File: src/rtl/icache_line_buffer.sv
// Single-line instruction fetch buffer: answers word fetches from one cached line, refills on miss.
// Optional critical-word-first refill when ICACHE_LB_CWF_EN is defined.
module icache_line_buffer #(
    parameter int XLEN       = 32,
    parameter int LINE_WORDS = 4
) (
    input  logic            clk,
    input  logic            rst,
    input  logic            flush_i,
    input  logic            req_i,
    input  logic [XLEN-1:0] addr_i,
    output logic            ack_o,
    output logic [31:0]     instr_o,
    output logic            mem_req_o,
    output logic [XLEN-1:0] mem_addr_o,
    input  logic            mem_ack_i,
    input  logic [31:0]     mem_data_i
);
    localparam int IW  = $clog2(LINE_WORDS);
    localparam int OFS = IW + 2;
    localparam int TW  = XLEN - OFS;

    localparam logic [1:0] S_IDLE   = 2'd0;
    localparam logic [1:0] S_REFILL = 2'd1;
    localparam logic [1:0] S_RESP   = 2'd2;

    localparam logic [31:0] NOP = 32'h0000_0013;

    logic [1:0]                   state;
    logic                         valid;
    logic [TW-1:0]                tag, lat_tag;
    logic [IW-1:0]                lat_idx, cnt;
    logic                         flush_pend;
    logic                         ack_q;
    logic [31:0]                  instr_q;
    logic [LINE_WORDS-1:0][31:0]  line;

    logic [TW-1:0] req_tag;
    logic [IW-1:0] req_idx;
    logic          hit, last_word, abort, resp_ack;
    logic          unused_addr_lsb;

    assign req_tag         = addr_i[XLEN-1:OFS];
    assign req_idx         = addr_i[OFS-1:2];
    assign unused_addr_lsb = ^addr_i[1:0];
    assign hit             = valid && (tag == req_tag);
    // A flush seen during refill abandons the line once the outstanding word lands.
    assign abort           = flush_i | flush_pend;

`ifdef ICACHE_LB_CWF_EN
    logic first;
    assign last_word = (cnt + IW'(1)) == lat_idx;
`else
    assign last_word = cnt == IW'(LINE_WORDS - 1);
`endif

    always_ff @(posedge clk) begin
        if (rst) begin
            state      <= S_IDLE;
            valid      <= 1'b0;
            tag        <= '0;
            lat_tag    <= '0;
            lat_idx    <= '0;
            cnt        <= '0;
            flush_pend <= 1'b0;
            ack_q      <= 1'b0;
            instr_q    <= NOP;
`ifdef ICACHE_LB_CWF_EN
            first      <= 1'b0;
`endif
        end else begin
            ack_q   <= 1'b0;
            instr_q <= NOP;
            case (state)
                S_IDLE: begin
                    flush_pend <= 1'b0;
                    if (req_i && !flush_i) begin
                        if (hit) begin
                            ack_q   <= 1'b1;
                            instr_q <= line[req_idx];
                        end else begin
                            lat_tag <= req_tag;
                            lat_idx <= req_idx;
                            valid   <= 1'b0;
                            state   <= S_REFILL;
`ifdef ICACHE_LB_CWF_EN
                            cnt     <= req_idx;
                            first   <= 1'b1;
`else
                            cnt     <= '0;
`endif
                        end
                    end
                end
                S_REFILL: begin
                    if (mem_ack_i) begin
                        cnt <= cnt + IW'(1);
`ifdef ICACHE_LB_CWF_EN
                        first <= 1'b0;
                        if (first && !abort) begin
                            ack_q   <= 1'b1;
                            instr_q <= mem_data_i;
                        end
`endif
                        if (abort) begin
                            state <= S_IDLE;
                        end else if (last_word) begin
                            valid <= 1'b1;
                            tag   <= lat_tag;
`ifdef ICACHE_LB_CWF_EN
                            state <= S_IDLE;
`else
                            state <= S_RESP;
`endif
                        end
                    end else if (flush_i) begin
                        flush_pend <= 1'b1;
                    end
                end
                S_RESP:  state <= S_IDLE;
                default: state <= S_IDLE;
            endcase
            if (flush_i) valid <= 1'b0;
        end
    end

    // Line storage is deliberately left out of reset.
    always_ff @(posedge clk) begin
        if (state == S_REFILL && mem_ack_i) line[cnt] <= mem_data_i;
    end

    assign resp_ack   = (state == S_RESP) && !flush_i;
    assign ack_o      = ack_q | resp_ack;
    assign instr_o    = ack_q ? instr_q : (resp_ack ? line[lat_idx] : NOP);
    assign mem_req_o  = (state == S_REFILL);
    assign mem_addr_o = (state == S_REFILL) ? {lat_tag, cnt, 2'b00} : '0;

endmodule

File: config.mk
export PLATFORM = sky130hd
export DESIGN_NAME = icache_line_buffer
export DESIGN_NICKNAME = d
export VERILOG_FILES = /design/src/rtl/icache_line_buffer.sv
export SDC_FILE = /design/constraint.sdc
export NUM_CORES = 1
export LEC_CHECK = 0
export BUFFER_PORTS_ARGS = -buffer_cell sky130_fd_sc_hd__buf_2
export CAP_MARGIN = 20
export CORE_MARGIN = 2
export CORE_UTILIZATION = 62
export DETAILED_ROUTE_END_ITERATION = 8
export GPL_TIMING_DRIVEN = 0
export PLACE_DENSITY_LB_ADDON = 0.3
export SLEW_MARGIN = 40
export SYNTH_ARGS = -nofsm -noshare
export SYNTH_HDL_FRONTEND = slang
export SYNTH_SLANG_ARGS = --single-unit
export TNS_END_PERCENT = 30
File: constraint.sdc
create_clock -name clk -period 6.5 [get_ports clk]
set_input_delay 1.3 -clock clk [delete_from_list [all_inputs] [get_ports clk]]
set_output_delay 1.3 -clock clk [all_outputs]
set_load 0.005 [all_outputs]
**Word-level counts from Yosys, hierarchy flattened**

Index checks and enable logic that the tools add are counted.

- Multipliers: 0
- Reduce and logical (&&, ||, !) cells: 17
- $add $sub $neg: 1
- Equal/unequal tests: 12
- Magnitude comparators: 4
- Shift operators: 0
- Bitwise gates (word level): 6
- Divide/modulo/power cells: 0
- Muxes and demuxes: 30

Operators by type and width:

| kind | count |
|---|---|
| $mux 32 | 6 |
| $bmux 32 s2 | 2 |
| $bwmux 128 | 1 |
| $demux 32 s2 | 1 |
| $eq 28x28->1 | 1 |
| $mux 2 | 8 |
| $reduce_and 4->1 | 3 |
| $ne 2x2->1 const B | 5 |
| $lt 2x3->1 const B | 3 |
| $mux 1 | 8 |
| $pmux 2 s2 | 2 |
| $reduce_and 3->1 | 2 |
| $reduce_and 6->1 | 1 |
| $logic_and 1x1->1 | 5 |
| $eq 2x2->1 const B | 2 |
| $ne 2x1->1 const B | 2 |
| $not 1->1 | 4 |
| $pmux 1 s2 | 2 |
| $reduce_or 4->1 | 1 |
| $ne 3x1->1 const B | 1 |
| $reduce_or 3->1 | 1 |
| $add 2x1->2 const B | 1 |
| $eq 2x1->1 const B | 1 |
| $ge 2x1->1 const B | 1 |
| other kinds (5) | 6 |

- RAM bits: 0
- Input bits: 69
- ROM bits: 0
- Latch bits: 0
- Word-level logic and storage cells: 83
- Memories kept: 0
- Bits in registers: 225
- Output and inout port bits: 66

**Depth between registers and ports, before layout**

Gate-level depths: netlist of the first run.

- Depth in word-level cells: 5
- Depth in mapped cells: 7
- Gate-level depth less buffers: 5

**Least setup slack after synthesis of the first run**

OpenSTA, ideal clock, no wires.

- Path type: input port to output port
- From: input flush_i
- To: output instr_o[10]
- Stages on the path: 6
- Setup slack: 2.850 ns
- Required time: 5.200 ns
- Arrival time: 2.350 ns
- Path buffers: 2
- Cell sequence: nor2_1 nand2_1 nor2_1 clkbuf_1 clkbuf_1 a22o_1

- Cells in the longest elaborated chain, start to end: 4

Ends and longest elaborated chain:

| element | line | source |
|---|---|---|
| start, declared | 9 | `input logic flush_i,` |
| $logic_not 1->1 | 132 | `assign resp_ack = (state == S_RESP) && !flush_i;` |
| $logic_and 1x1->1 | 132 |  |
| $mux 32 (2 in series) | 134 | `assign instr_o = ack_q ? instr_q : (resp_ack ? line[lat_idx] : NOP);` |
| end, declared | 13 | `output logic [31:0] instr_o,` |

Every way passes these cells.

**Worst setup path in the final report of the first run**

- From: input flush_i
- To: output instr_o[12]

Same word-level chain as after synthesis.

==> metrics.txt, run 1 <==
reg2reg end instr_q[2]$_SDFF_PP0_; total CTS buffers 22; Tot Pwr 2900 uW; synthesized area 9790 sq um; Synthesis Warnings 0; clock tree buffer depth 3; layout net count 889; period utilisation layout 71.9%; Core Area between 15000 and 20000 sq um; Top Ports 135; hold bufs inserted after CTS 0; Reg2Reg Depth 6; final hold slack 0.478 ns; Placer Congestion ~0.83; Setup Buffers After CTS 0; PD cells 254 nW/um^2; DR pass1 iterations 4; actual slew at the worst max-slew pin 0.741 ns; TritonCTS clock tree yes; root buf cell clkbuf_16; Hold Path Origin valid$_SDFFE_PP0P_; peak supply drop 0.000170 V; CTS H-tree lvls 1; FP Rows 45; vias 6284; worst min path class flip-flop to flip-flop; largest net degree at the start of global routing 34; Arr. time, crit path between 3 and 4 ns; DP HPWL roughly 15000 microns; minimum clock period 4.67 ns; GR Overflow Total 0; Vias per Instance 6.02; setup tns final 0 ns; Total Wirelength approximately 23000 microns; post_cts resized 0; Seq/Total Area, Yosys 59.1%; MaxCap Viol Count 0; CP max stage delay 0.52 ns; gr usage total 27.0%; Cells after Synth 663; FF-to-FF Start tag[25]$_SDFFE_PP0P_; flop-to-flop setup slack between 4 and 5 ns; first-pass GRT wire length 34400 microns; Final ANT Viol Nets 0; Area Overhead vs Synth 16.3%; CP Class primary input to primary output; Sinks on Clock Net approximately 230; final setup vio count 0; share of cells above drive strength 1 a little under a third; Slew HR 50.6%; Die Ht 130 microns; Die Area ~17000 sq um; Initial Utilization 63.9%; number of synthesized register bits 225; initial antenna violation count 2; hold endpoint valid$_SDFFE_PP0P_; Clock Skew 0.0158 ns; fillers 954; Worst Path Max Fanout 10; Die X 130 microns; vias in the first global route 6471; initial detailed-routing violation count between 400 and 500; mean area per synthesized cell about 15 sq um; Critical Path End Type primary output; Synth cell types 36; number of port buffers 128; unrepaired setup endpoints after global routing false; Max Clk Rate 214 MHz; critical path's slowest cell clkbuf_1; crit path launch type primary input; clock latency at the later pin of the worst-skew pair 0.51 ns; hold path depth 2; Hold Fails Final Rpt 0; wire per inst 21.6 microns; worst path required time 5.20 ns; status finished, final reports clean; Lkg Pwr ~0.0043 uW; crit-path cells buf_2 > nor2_1 > nand2_1 > nor2_1 > clkbuf_1 > clkbuf_1 > a22o_1 > buf_2; max-slew violation count 0; DRC viols 0; clk slew on worst S/H paths 0.06 ns
## metal layers
layer	GRT usage (%)	routed length, microns	up-vias
met5	0	0	-
met4	8.41	601	0
met3	5.20	1780	60
met2	45.9	11300	299
met1	35.8	8830	3168
li1	-	-	2757
## cell families (layout without fill, tap and decap cells)
family | Yosys count | in the layout | synth area share (%)
DFF | 225 | 225 | 59.1
and+or+nand+nor | 187 | 187 | 11.1
muxes | 122 | 122 | 20.7
buffers and inverters | 56 | 223 | 2.65
AOI/OAI and AO/OA | 40 | 40 | 3.39
xor gates and xnor gates | 28 | 28 | 2.51
adders and majority gates | 4 | 4 | 0.511
other | 1 | 4 | 0.0383
## through the flow
stage	instances	instance area, sq um	util (%)	worst slack [ns]
floorplan	664	9790	-	2.85
global placement	1003	10700	69.8	1.97
detailed placement	1003	10700	70.0	1.92
CTS	1042	11400	74.3	1.85
global route	1042	11400	74.3	1.73
finish	1044	11400	74.3	1.83
## placed cells by master, fill, tap and decap left out, types with 2 or more instances in the layout
master     synthesis  layout
a21oi_1            5       5
a22o_1            29      29
and2_1            30      30
and3_4             0       4
buf_2             12     140
buf_4              3       3
buf_6              3       3
clkbuf_1          30      33
clkbuf_16          0      23
clkinv_2           0      10
conb_1             1       2
dfxtp_1           97      97
diode_2            0       2
edfxtp_1         128     128
ha_1               4       4
inv_1              8       8
mux2i_1           58      58
mux4_2            64      64
nand2_1            5       5
nand2b_1          61      61
nand3b_1           3       3
nand4_1            6       6
nor2_1            38      38
nor2b_1           30      30
or2_1              3       3
xnor2_1           28      28
## flip-flops by register name, summed over array words and instances, names as in the netlist
register	flops
ack_q	1
cnt	2
flush_pend	1
instr_q	32
lat_idx	2
lat_tag	28
line	128
state	2
tag	28
valid	1
## critical path, delay by kind of cell
family / cells / cell delay (ns)
buffers and inverters: 4 / 1.30
and+or+nand+nor: 3 / 0.52
AOI/OAI and AO/OA: 1 / 0.25
## area by class of cell
cell class,count,area [sq um],share of cell area (%)
flip-flops and latches,225,5790,50.8
multi-input cells,383,3760,33.1
repair buffers,128,641,5.63
clock buffers,27,601,5.28
well taps,211,264,2.32
plain buffers,48,229,2.01
clock inverters,12,61.3,0.539
inverters,8,30.0,0.264
diodes,2,5.00,0.0440
## where the power goes
group | switching (uW) | internal, uW
clock | 524 | 657
combinational | 93.1 | 90.4
sequential | 11.0 | 1520
total | 628 | 2270
## Yosys cell counts (all sizes together)
| cell | count | area, sq um |
|---|---|---|
| a2111oi | 1 | 15.0 |
| a21o | 1 | 7.51 |
| a21oi | 6 | 33.8 |
| a22o | 29 | 254 |
| and2 | 30 | 188 |
| and3 | 4 | 25.0 |
| buf | 18 | 116 |
| clkbuf | 30 | 113 |
| conb | 1 | 3.75 |
| dfxtp | 97 | 1940 |
| edfxtp | 128 | 3840 |
| ha | 4 | 50.1 |
| inv | 8 | 30.0 |
| mux2i | 58 | 581 |
| mux4 | 64 | 1440 |
| nand2 | 5 | 18.8 |
| nand2b | 61 | 382 |
| nand3 | 2 | 15.0 |
| nand3b | 3 | 22.5 |
| nand4 | 6 | 37.5 |
| nor2 | 38 | 143 |
| nor2b | 30 | 188 |
| nor3 | 1 | 5.00 |
| nor4 | 2 | 33.8 |
| o21ai | 1 | 5.00 |
| o31ai | 1 | 7.51 |
| o32ai | 1 | 8.76 |
| or2 | 4 | 25.0 |
| or3 | 1 | 6.26 |
| xnor2 | 28 | 245 |
## how the worst max path moves through the flow
stage / endpoint / startpoint / cells after the start
floorplan: instr_o[10] / flush_i / 6
global placement: instr_o[12] / flush_i / 8
detailed placement: instr_o[12] / flush_i / 8
CTS: instr_o[12] / flush_i / 8
global route: instr_o[10] / flush_i / 8
finish: instr_o[12] / flush_i / 8
Power figures use the tool's default switching activity.
==> run 2, diff against run 1 <==
- CORE_UTILIZATION: 62 -> 52
- clock period: 6.5 -> 4.02 ns (I/O delays scaled with it)
==> run 2 against run 1 <==
Against the previous run: clock skew about the same; combinational power rose by 64%; worst hold slack got worse by 0.00086 ns; highest routed layer unchanged; setup slack worse by 1.3 ns; first-iteration DRC count down 42%.
==> metrics.txt, run 2 (same netlist as run 1, synthesis figures left out) <==
status finished, final reports clean (unchanged); Slew HR 51.8% (was 50.6%); MaxCap Viol Count 0 (unchanged); DRC viols 0 (unchanged); post_cts resized 0 (unchanged); GR Overflow Total 0 (unchanged); Die Ht 141 microns (was 130 microns); actual slew at the worst max-slew pin 0.722 ns (was 0.741 ns); Placer Congestion 0.843 (was 0.834); Total Wirelength 22600 microns (was 22500 microns); commonest cells after routing, fill and taps aside buf_2, edfxtp_1, dfxtp_1, mux4_2, nand2b_1 (unchanged); number of port buffers 128 (unchanged); Area Overhead vs Synth 18.3% (was 16.3%); initial detailed-routing violation count 286 (was 490); unrepaired setup endpoints after global routing false (unchanged); Hold Fails Final Rpt 0 (unchanged); share of cells above drive strength 1 30.6% (was 30.7%); top flop regs line: 128 flops, instr_q: 32 flops (unchanged); max-slew violation count 0 (unchanged); worst min path class flip-flop to flip-flop (unchanged); most common cell after layout, fill and taps aside buf_2 (unchanged); final setup vio count 0 (unchanged); Initial Utilization 52.7% (was 63.9%); setup tns final 0 ns (unchanged); gr usage total 23.0% (was 27.0%); peak supply drop 0.000271 V (was 0.000170 V); clock latency at the later pin of the worst-skew pair 0.51 ns (about the same); Setup Buffers After CTS 0 (unchanged); Top reg by flops line (unchanged); Die X 141 microns (was 130 microns); Worst Path Max Fanout 10 (unchanged); clock tree buffer depth 3 (unchanged); vias 6095 (was 6284); DR pass1 iterations 4 (unchanged); root buf cell clkbuf_16 (unchanged); fillers 1385 (was 954); first-pass GRT wire length 35200 microns (was 34400 microns); vias in the first global route 6520 (was 6471); share of power burned in registers 49.9% (was 52.9%); CTS H-tree lvls 1 (unchanged); PD cells 429 nW/um^2 (was 254 nW/um^2); Sinks on Clock Net 225 (unchanged); multi-input logic area 3760 sq um (unchanged); total CTS buffers 24 (was 22); FP Rows 50 (was 45); Arr. time, crit path 2.72 ns (was 3.37 ns); crit path launch type primary input (unchanged); fin cells 1073 (was 1044); number of flip-flops in the largest register 128 (unchanged); worst path required time 3.22 ns (was 5.20 ns); Psw 1030 uW (was 628 uW); Clk pwr share 44.0% (was 40.8%); Final ANT Viol Nets 0 (unchanged); Sequential Area 5790 sq um (unchanged); Core Area 18600 sq um (was 15300 sq um); TritonCTS clock tree yes (unchanged); wire per inst 21.1 microns (was 21.6 microns); Top Ports 135 (unchanged); Critical Path End Type primary output (unchanged); period utilisation layout 87.6%; Comb pwr share 6.0% (was 6.3%); Max Clk Rate 284 MHz; largest net degree at the start of global routing 33 (was 34); initial antenna violation count 2 (unchanged); Clock Skew 0.0162 ns (was 0.0158 ns); minimum clock period 3.52 ns; layout net count 893 (was 889); Vias per Instance 5.68 (was 6.02); DP HPWL 14900 microns (was 14700 microns); clk slew on worst S/H paths 0.06 ns (about the same); Die Area 19900 sq um (was 16800 sq um); Lkg Pwr 0.00441 uW (was 0.00434 uW); hold bufs inserted after CTS 0 (unchanged); internal power 3930 uW (was 2270 uW); switching part of the total 20.9% (was 21.7%); placed cells 1028 (was 1003); CP Class primary input to primary output (unchanged)
[run 2: cell types whose count changed in the layout (fill, tap and decap cells not counted)]
cell,delta
clkbuf_16,+2
bufinv_16,+2
clkinv_2,-7
clkinv_1,+1
clkinv_4,+1
clkbuf_8,+2
clkbuf_1,+4
clkinvlp_4,-1
buf_12,+2
[run 2: through the flow]
| step | hold slack, ns | area (sq um) | utilization (%) | power (uW) | worst slack [ns] |
|---|---|---|---|---|---|
| 2_1_floorplan | 0.446 | 9790 | - | 2710 | 1.36 |
| 3_3_place_gp | 0.463 | 10700 | 57.7 | 2810 | 0.494 |
| 3_5_place_dp | 0.471 | 10800 | 58.0 | 2830 | 0.491 |
| 4_1_cts | 0.481 | 11600 | 62.3 | 4990 | 0.478 |
| 5_1_grt | 0.497 | 11600 | 62.3 | 5120 | 0.342 |
| 6_report | 0.477 | 11600 | 62.3 | 4960 | 0.497 |
[run 2: final timing paths]
path                             start                      to  slack [ns]  cells after the start
hold / removal      valid$_SDFFE_PP0P_      valid$_SDFFE_PP0P_        0.48                      2
hold reg to reg     valid$_SDFFE_PP0P_      valid$_SDFFE_PP0P_        0.48                      2
setup reg to reg  tag[25]$_SDFFE_PP0P_  instr_q[21]$_SDFF_PP0_        1.81                      6
setup / recovery               flush_i             instr_o[15]        0.50                      8
[run 2: layer usage]
| metal | GRT usage [%] | wire, microns |
|---|---|---|
| met5 | 0 | 0 |
| met1 | 28.7 | 9010 |
| met3 | 4.42 | 1550 |
| met2 | 41.4 | 11700 |
| met4 | 6.00 | 368 |
[run 2: worst max-delay path, cell delays in order]
cell	delay, ns
buf_2	0.14
nor2_1	0.13
nand2_1	0.14
nor2_1	0.15
clkbuf_1	0.45
clkbuf_1	0.54
a22o_1	0.24
buf_2	0.12
[run 2: cell type report]
type	instances	area share (%)
clock inverters	8	0.789
diodes	2	0.0432
repair buffers	130	5.88
well taps	234	2.53
multi-input cells	383	32.5
flip-flops and latches	225	50.0
plain buffers	48	1.98
clock buffers	35	5.99
inverters	8	0.259
[run 2: power by group through the flow]
stage | registers (uW) | logic (uW) | clock network, uW
floorplan | 2520 | 189 | 0
global placement | 2520 | 285 | 0
detailed placement | 2520 | 301 | 0
CTS | 2480 | 302 | 2220
global route | 2480 | 325 | 2320
finish | 2480 | 300 | 2190
